## config.mk

```make
export PLATFORM = sky130hd
export DESIGN_NAME = ifu_fetch
export DESIGN_NICKNAME = d
export VERILOG_FILES = /design/src/rtl/ifu_fetch.sv
export SDC_FILE = /design/constraint.sdc
export NUM_CORES = 1
export LEC_CHECK = 0
export ABC_AREA = 1
export ABC_CLOCK_PERIOD_IN_PS = 7900
export BUFFER_PORTS_ARGS = -buffer_cell sky130_fd_sc_hd__clkbuf_2
export CAP_MARGIN = 20
export CORE_ASPECT_RATIO = 1.2
export CORE_UTILIZATION = 50
export CTS_CLUSTER_DIAMETER = 60
export CTS_CLUSTER_SIZE = 20
export DETAILED_ROUTE_END_ITERATION = 12
export PLACE_DENSITY = 0.74
export SYNTH_ARGS = -nofsm -noshare
export SYNTH_HDL_FRONTEND = slang
export SYNTH_SLANG_ARGS = --single-unit
```

## constraint.sdc

```tcl
create_clock -name clk -period 7.9 [get_ports clk]
set_clock_uncertainty 0.2 [all_clocks]
set_input_delay 0.395 -clock clk [delete_from_list [all_inputs] [get_ports clk]]
set_output_delay 0.395 -clock clk [all_outputs]
set_load 0.1 [all_outputs]
```

## src/rtl/ifu_fetch.sv

```systemverilog
// Instruction fetch stage: owns the fetch PC, reads the ROM and buffers
// {pc, inst, fault} entries in a small FIFO for decode.
module ifu_fetch #(
    parameter logic [63:0] RST_PC = 64'h8000_0000,
    parameter int          DEPTH  = 2
) (
    input  logic        clk,
    input  logic        rst_n,
    output logic [63:0] rom_pc,
    input  logic [31:0] rom_inst,
    output logic        out_valid,
    input  logic        out_ready,
    output logic [63:0] out_pc,
    output logic [31:0] out_inst,
    output logic        out_fault,
    input  logic        redirect_valid,
    input  logic [63:0] redirect_pc,
    output logic [31:0] fetch_cnt
);
    localparam int            AW      = $clog2(DEPTH);
    localparam logic [AW:0]   FULL    = DEPTH[AW:0];
    localparam logic [AW:0]   CNT_ONE = 1;
    localparam logic [AW-1:0] PTR_ONE = 1;
    localparam logic [31:0]   NOP     = 32'h0000_0013;

    typedef struct packed {
        logic [63:0] pc;
        logic [31:0] inst;
        logic        fault;
    } entry_t;

    entry_t        buffer [DEPTH];
    entry_t        newEntry;
    entry_t        head;
    logic [AW-1:0] rdPtr;
    logic [AW-1:0] wrPtr;
    logic [AW:0]   count;
    logic [63:0]   pc;
    logic          halted;
    logic [31:0]   fetchCnt;
    logic          push;
    logic          pop;
    logic          misaligned;

    assign misaligned = pc[1:0] != 2'b00;
    assign out_valid  = count != '0;
    assign pop        = out_valid && out_ready;
    // A full buffer may still push when the head leaves in the same cycle.
    assign push       = !redirect_valid && !halted && ((count < FULL) || pop);

    always_comb begin
        newEntry.pc    = pc;
        newEntry.inst  = misaligned ? NOP : rom_inst;
        newEntry.fault = misaligned;
    end

    // Outputs come only from stored state; zeros when empty.
    assign head      = out_valid ? buffer[rdPtr] : '0;
    assign out_pc    = head.pc;
    assign out_inst  = head.inst;
    assign out_fault = head.fault;
    assign rom_pc    = pc;
    assign fetch_cnt = fetchCnt;

    always_ff @(posedge clk) begin
        if (push)
            buffer[wrPtr] <= newEntry;
    end

    always_ff @(posedge clk) begin
        if (!rst_n) begin
            pc       <= RST_PC;
            rdPtr    <= '0;
            wrPtr    <= '0;
            count    <= '0;
            halted   <= 1'b0;
            fetchCnt <= '0;
        end else begin
            if (pop)
                fetchCnt <= fetchCnt + 32'd1;
            if (redirect_valid) begin
                // Head handshake above still counts; everything else is dropped.
                pc     <= redirect_pc;
                halted <= 1'b0;
                rdPtr  <= '0;
                wrPtr  <= '0;
                count  <= '0;
            end else begin
                if (push) begin
                    wrPtr <= wrPtr + PTR_ONE;
                    if (misaligned)
                        halted <= 1'b1;
                    else
                        pc <= pc + 64'd4;
                end
                if (pop)
                    rdPtr <= rdPtr + PTR_ONE;
                case ({push, pop})
                    2'b10:   count <= count + CNT_ONE;
                    2'b01:   count <= count - CNT_ONE;
                    default: count <= count;
                endcase
            end
        end
    end
endmodule
```

# Word level (Yosys, flattened, before mapping)
# Memories as Yosys holds them, arrays and structs flattened. A register that Yosys moved wholly into a read port is not among the register bits.
# Cells that the tools add are included.
# totals
ff_bits	101
memories	1
ram_bits	194
inputBits	100
# op_classes
magnitude_cmp	1
n_addsub	6
n_reduce_logical	13
eq_ne	3
bitwise	1
mux	10
# mem_list
name	depth	width	read_ports	rd_clocked_by_memory_dff	wr	line	text
buffer	2	97	1	1	1	32	entry_t buffer [DEPTH];
# ops
cell	n
64-bit 2-to-1 mux	3
97-bit 2-to-1 mux	1
64-bit by 3-bit adder with 64-bit output, second input constant	1
32-bit by 1-bit adder with 32-bit output, second input constant	1
32-bit 2-to-1 mux	1
2-bit nonzero test	4
1-bit 2-to-1 mux	4
2-bit one-hot mux with 2 select lines	1
2-bit AND reduction	2
1-bit logical AND	3
1-bit adder, second input constant	2
2-bit by 1-bit adder with 2-bit output, second input constant	1
2-bit by 1-bit equality test with 1-bit output, second input constant	1
2-bit equality test, second input constant	1
1-bit zero test	2
2-bit < comparator, second input constant	1
2-bit inequality test, second input constant	1
2-bit OR reduction	1
2-bit by 1-bit subtractor with 2-bit output, second input constant	1
1-bit logical OR	1
1-bit NOT	1

# Longest topological paths before layout
# depth
word_depth	6
depth_mapped	11

# Worst setup path after synthesis
# OpenSTA, ideal clock, no wires.
# synth_path
path_kind	input -> register
from	input redirect_valid
to	memory buffer[1][0] (netlist name), enable pin
required_time_ps	7145
arrival_time_ps	4847
stages	4
setup_ps	555
slack_ps	2299
path_buffers	1
path_cell_list	buf_2 -> nor2_2 -> o21ai_4 -> nor2_1
# synth_via
elab_chain_cells	5
# synth_rtl
item	line	text
start, declared	16	input logic redirect_valid,
1-bit zero test	49	assign push = !redirect_valid && !halted && ((count < FULL) || pop);
1-bit logical AND (2 in a row)	49	
1-bit 2-to-1 mux	66	if (push)
1-bit 2-to-1 mux (not written as such)	67	buffer[wrPtr] <= newEntry;
end, declared	32	
# No other way between the ends.

# Final worst setup path
# layout_path
from	register count[1]
to	output out_pc[3]
# layout_via
elab_chain_cells	2
# layout_rtl
item	line	text
start, declared	37	logic [AW:0] count;
start signal, assigned	99	2'b10: count <= count + CNT_ONE;
start signal, assigned	100	2'b01: count <= count - CNT_ONE;
start signal, assigned	101	default: count <= count;
2-bit nonzero test	46	assign out_valid = count != '0;
97-bit 2-to-1 mux	58	assign head = out_valid ? buffer[rdPtr] : '0;
end, declared	13	output logic [63:0] out_pc,
# No other way between the ends.

==> results.toml <==
[synthesis]
netlist_area_mm2 = 0.0148
syn_avg_cell_area_um2 = 8.10
synth-edff-count = 194
ys.flop_type = "edfxtp_1"
yosys.area.top_type = "edfxtp_1"
syn_inst = 1821
yosys_warnings = 0
async_reset_ff_frac = 0
synth.distinct_cells = 40
seq_area_frac_synth = 0.533
synth_nets = 1924
synth-seq-cells = 296
ys_top_cells_by_area = "edfxtp_1 (39%), nand2_1 (14%), dfxtp_1 (14%)"
synth_top_area_frac = 0.395

[power_and_ir_drop]
p_per_area_mw_per_mm2 = 206
p_leak_uw = 0.00695
peakVddDrop_v = 0.000116

[sta]
maxSlewHeadroom = 0.268
rsz0062_at_grt = "no"
tightest_slew_ns = 1.10
fmaxAchievable_mhz = 283
drv_slew = 0
post-route-min-period_ns = 3.54
fin_crit_sh = 0.448
setup_viol = 0
tns_ns = 0
fin_ws_ns = 4.36
hold_viol_final = 0

[layout]
fin_nets = 2177
final_common_cell = "nand2_1"
fillers = 2590
final_cell_mix = "nand2_1 (566), clkbuf_2 (293), nor2_1 (213), edfxtp_1 (194), a21oi_1 (164)"
drive_gt1_frac = 0.178
synthToLayoutAreaGrowth_pct = 17.0
final_area_mm2 = 0.0173

[hold_path]
hold_path_class = "in -> reg"

[floorplan]
core-area_mm2 = 0.0289
rows = 68
start_util = 0.510
fp.dieH_um = 190
io_pins = 294
die_area_mm2 = 0.0302
fp.dieW_um = 159

[worst_setup_path]
cp_slowest_stage_delay_ns = 0.78
arrival_ns = 2.94
path_delay_family = "buffers and inverters"
path_buf_inv = 2
critical_path.endpoint_type = "output port"
slowest_stage = "buf_4"
cp_cell_sequence = "nor2_4, buf_4, a21oi_1, clkbuf_2"
critPathLaunchType = "flip-flop"
cp_max_fo = 74
worstPathRequired_ns = 7.30
critPathKind = "reg -> out"

[global_route]
antenna_found_initial = 3
grt_max_degree = 98
grt_use_total = 0.269
grt_first_pass_wirelength_mm = 64.4
gr-total-overflow = 0
grt_pass1_vias = 12000

[cts]
cts_resized = 0
cts_hold_buf = 63
cts_tree = "yes"
post_cts_buffers = 0
h-tree-depth = 1
clk_path_buf_depth = 3
clkLatencyLatePin_ns = 0.52
cts.sinks = 296
cts_made_buffers = 20
clkTransAtPathRegs_ns = 0.09
cts_root_buf = "clkbuf_16"

[detailed_routing]
wire_per_inst_um = 17.0
drtIter0Drc = 1286
via_per_inst = 5.30
vias = 13100
first_pass_iters = 8
routed_wl_mm = 42.0
route.detailed.drc = 0
postRouteAntennaNets = 0

[place]
port_buffers = 293
placed_cell_area_mm2 = 0.0160
place_congestion = 0.931
pre_cts_slack_ns = 4.50
dp_hpwl_mm = 29.3

[flow_run]
drv_cap = 0

[outcome]
status = "finished clean"
==> final timing paths <==
path                                        startpoint                       to  slack (ns)  cells after the start
worst min register to register      rdPtr$_SDFFE_PP0P_                flip-flop        0.26                      1
worst max register to register  rom_pc[0]$_SDFFE_PN0P_   rom_pc[5]$_SDFFE_PN0P_        4.87                      9
worst min-delay path                   redirect_pc[59]  rom_pc[59]$_SDFFE_PN0P_        0.02                      5
worst max-delay path             count[1]$_SDFFE_PP0P_                out_pc[3]        4.36                      4
==> per-stage QoR <==
step / utilization / hold slack [ns] / total power, uW / std cells
3_3_place_gp: 0.554 / 0.225 / 2520 / 2374
4_1_cts: 0.597 / 0.00202 / 3570 / 2473
3_5_place_dp: 0.554 / 0.231 / 2540 / 2374
2_1_floorplan: - / 0.225 / 2420 / 1821
6_report: 0.597 / 0.0155 / 3550 / 2475
5_1_grt: 0.597 / 0.0172 / 3660 / 2475
==> cells in the mapped netlist, drive strengths merged, types with 2 or more instances <==
cell / instances
nand2: 571
nor2: 234
edfxtp: 194
inv: 165
a21oi: 164
dfxtp: 102
buf: 90
nand3: 84
o21ai: 61
clkbuf: 45
a31oi: 22
nor3: 22
nand4: 15
xnor2: 13
xor2: 13
o211ai: 6
ha: 3
or2: 3
a211oi: 2
nand3b: 2
nor4: 2
o21a: 2
==> cells by family after synthesis <==
| family | share of synthesized area |
|---|---|
| buffers and inverters | 0.0950 |
| adders and majority gates | 0.00254 |
| DFF | 0.533 |
| xor gates and xnor gates | 0.0154 |
| and+or+nand+nor | 0.259 |
| AOI/OAI and AO/OA | 0.0947 |
==> state kept, by name, indices dropped and copies added, names as in the netlist, named ones only <==
register / count
count: 2
buffer: 194
rdPtr: 1
halted: 1
wrPtr: 1
fetch_cnt: 32
rom_pc: 64
==> worst reg2reg max path: cells and delay by family, from the launching register on <==
kind,cells,cell delay (ns)
DFF,1,0.34
and+or+nand+nor,3,1.12
AOI/OAI and AO/OA,2,0.38
buffers and inverters,4,0.89
==> final cells by class <==
cell class,count,area [um^2],share of cell area
inverter,165,619,0.0359
tap,385,482,0.0279
sequential,296,7870,0.456
timing repair buffer,366,2170,0.126
clock buffer,28,531,0.0307
antenna,2,5.00,0.000290
multi-input combinational,1225,5510,0.319
clock inverter,8,73.8,0.00428
==> report_power, final <==
part | internal, uW | switching (uW)
sequential | 1740 | 70.0
combinational | 134 | 582
clock | 485 | 534
total | 2360 | 1190
==> layer usage <==
| metal | global-route usage | vias to the layer above | wire [um] |
|---|---|---|---|
| met5 | 0 | - | 13 |
| met4 | 0.0907 | 2 | 1290 |
| met3 | 0.0421 | 84 | 2840 |
| met2 | 0.473 | 497 | 21200 |
| met1 | 0.337 | 6162 | 16700 |
| li1 | - | 6379 | - |
No activity file was read; power rests on OpenSTA's default activity.
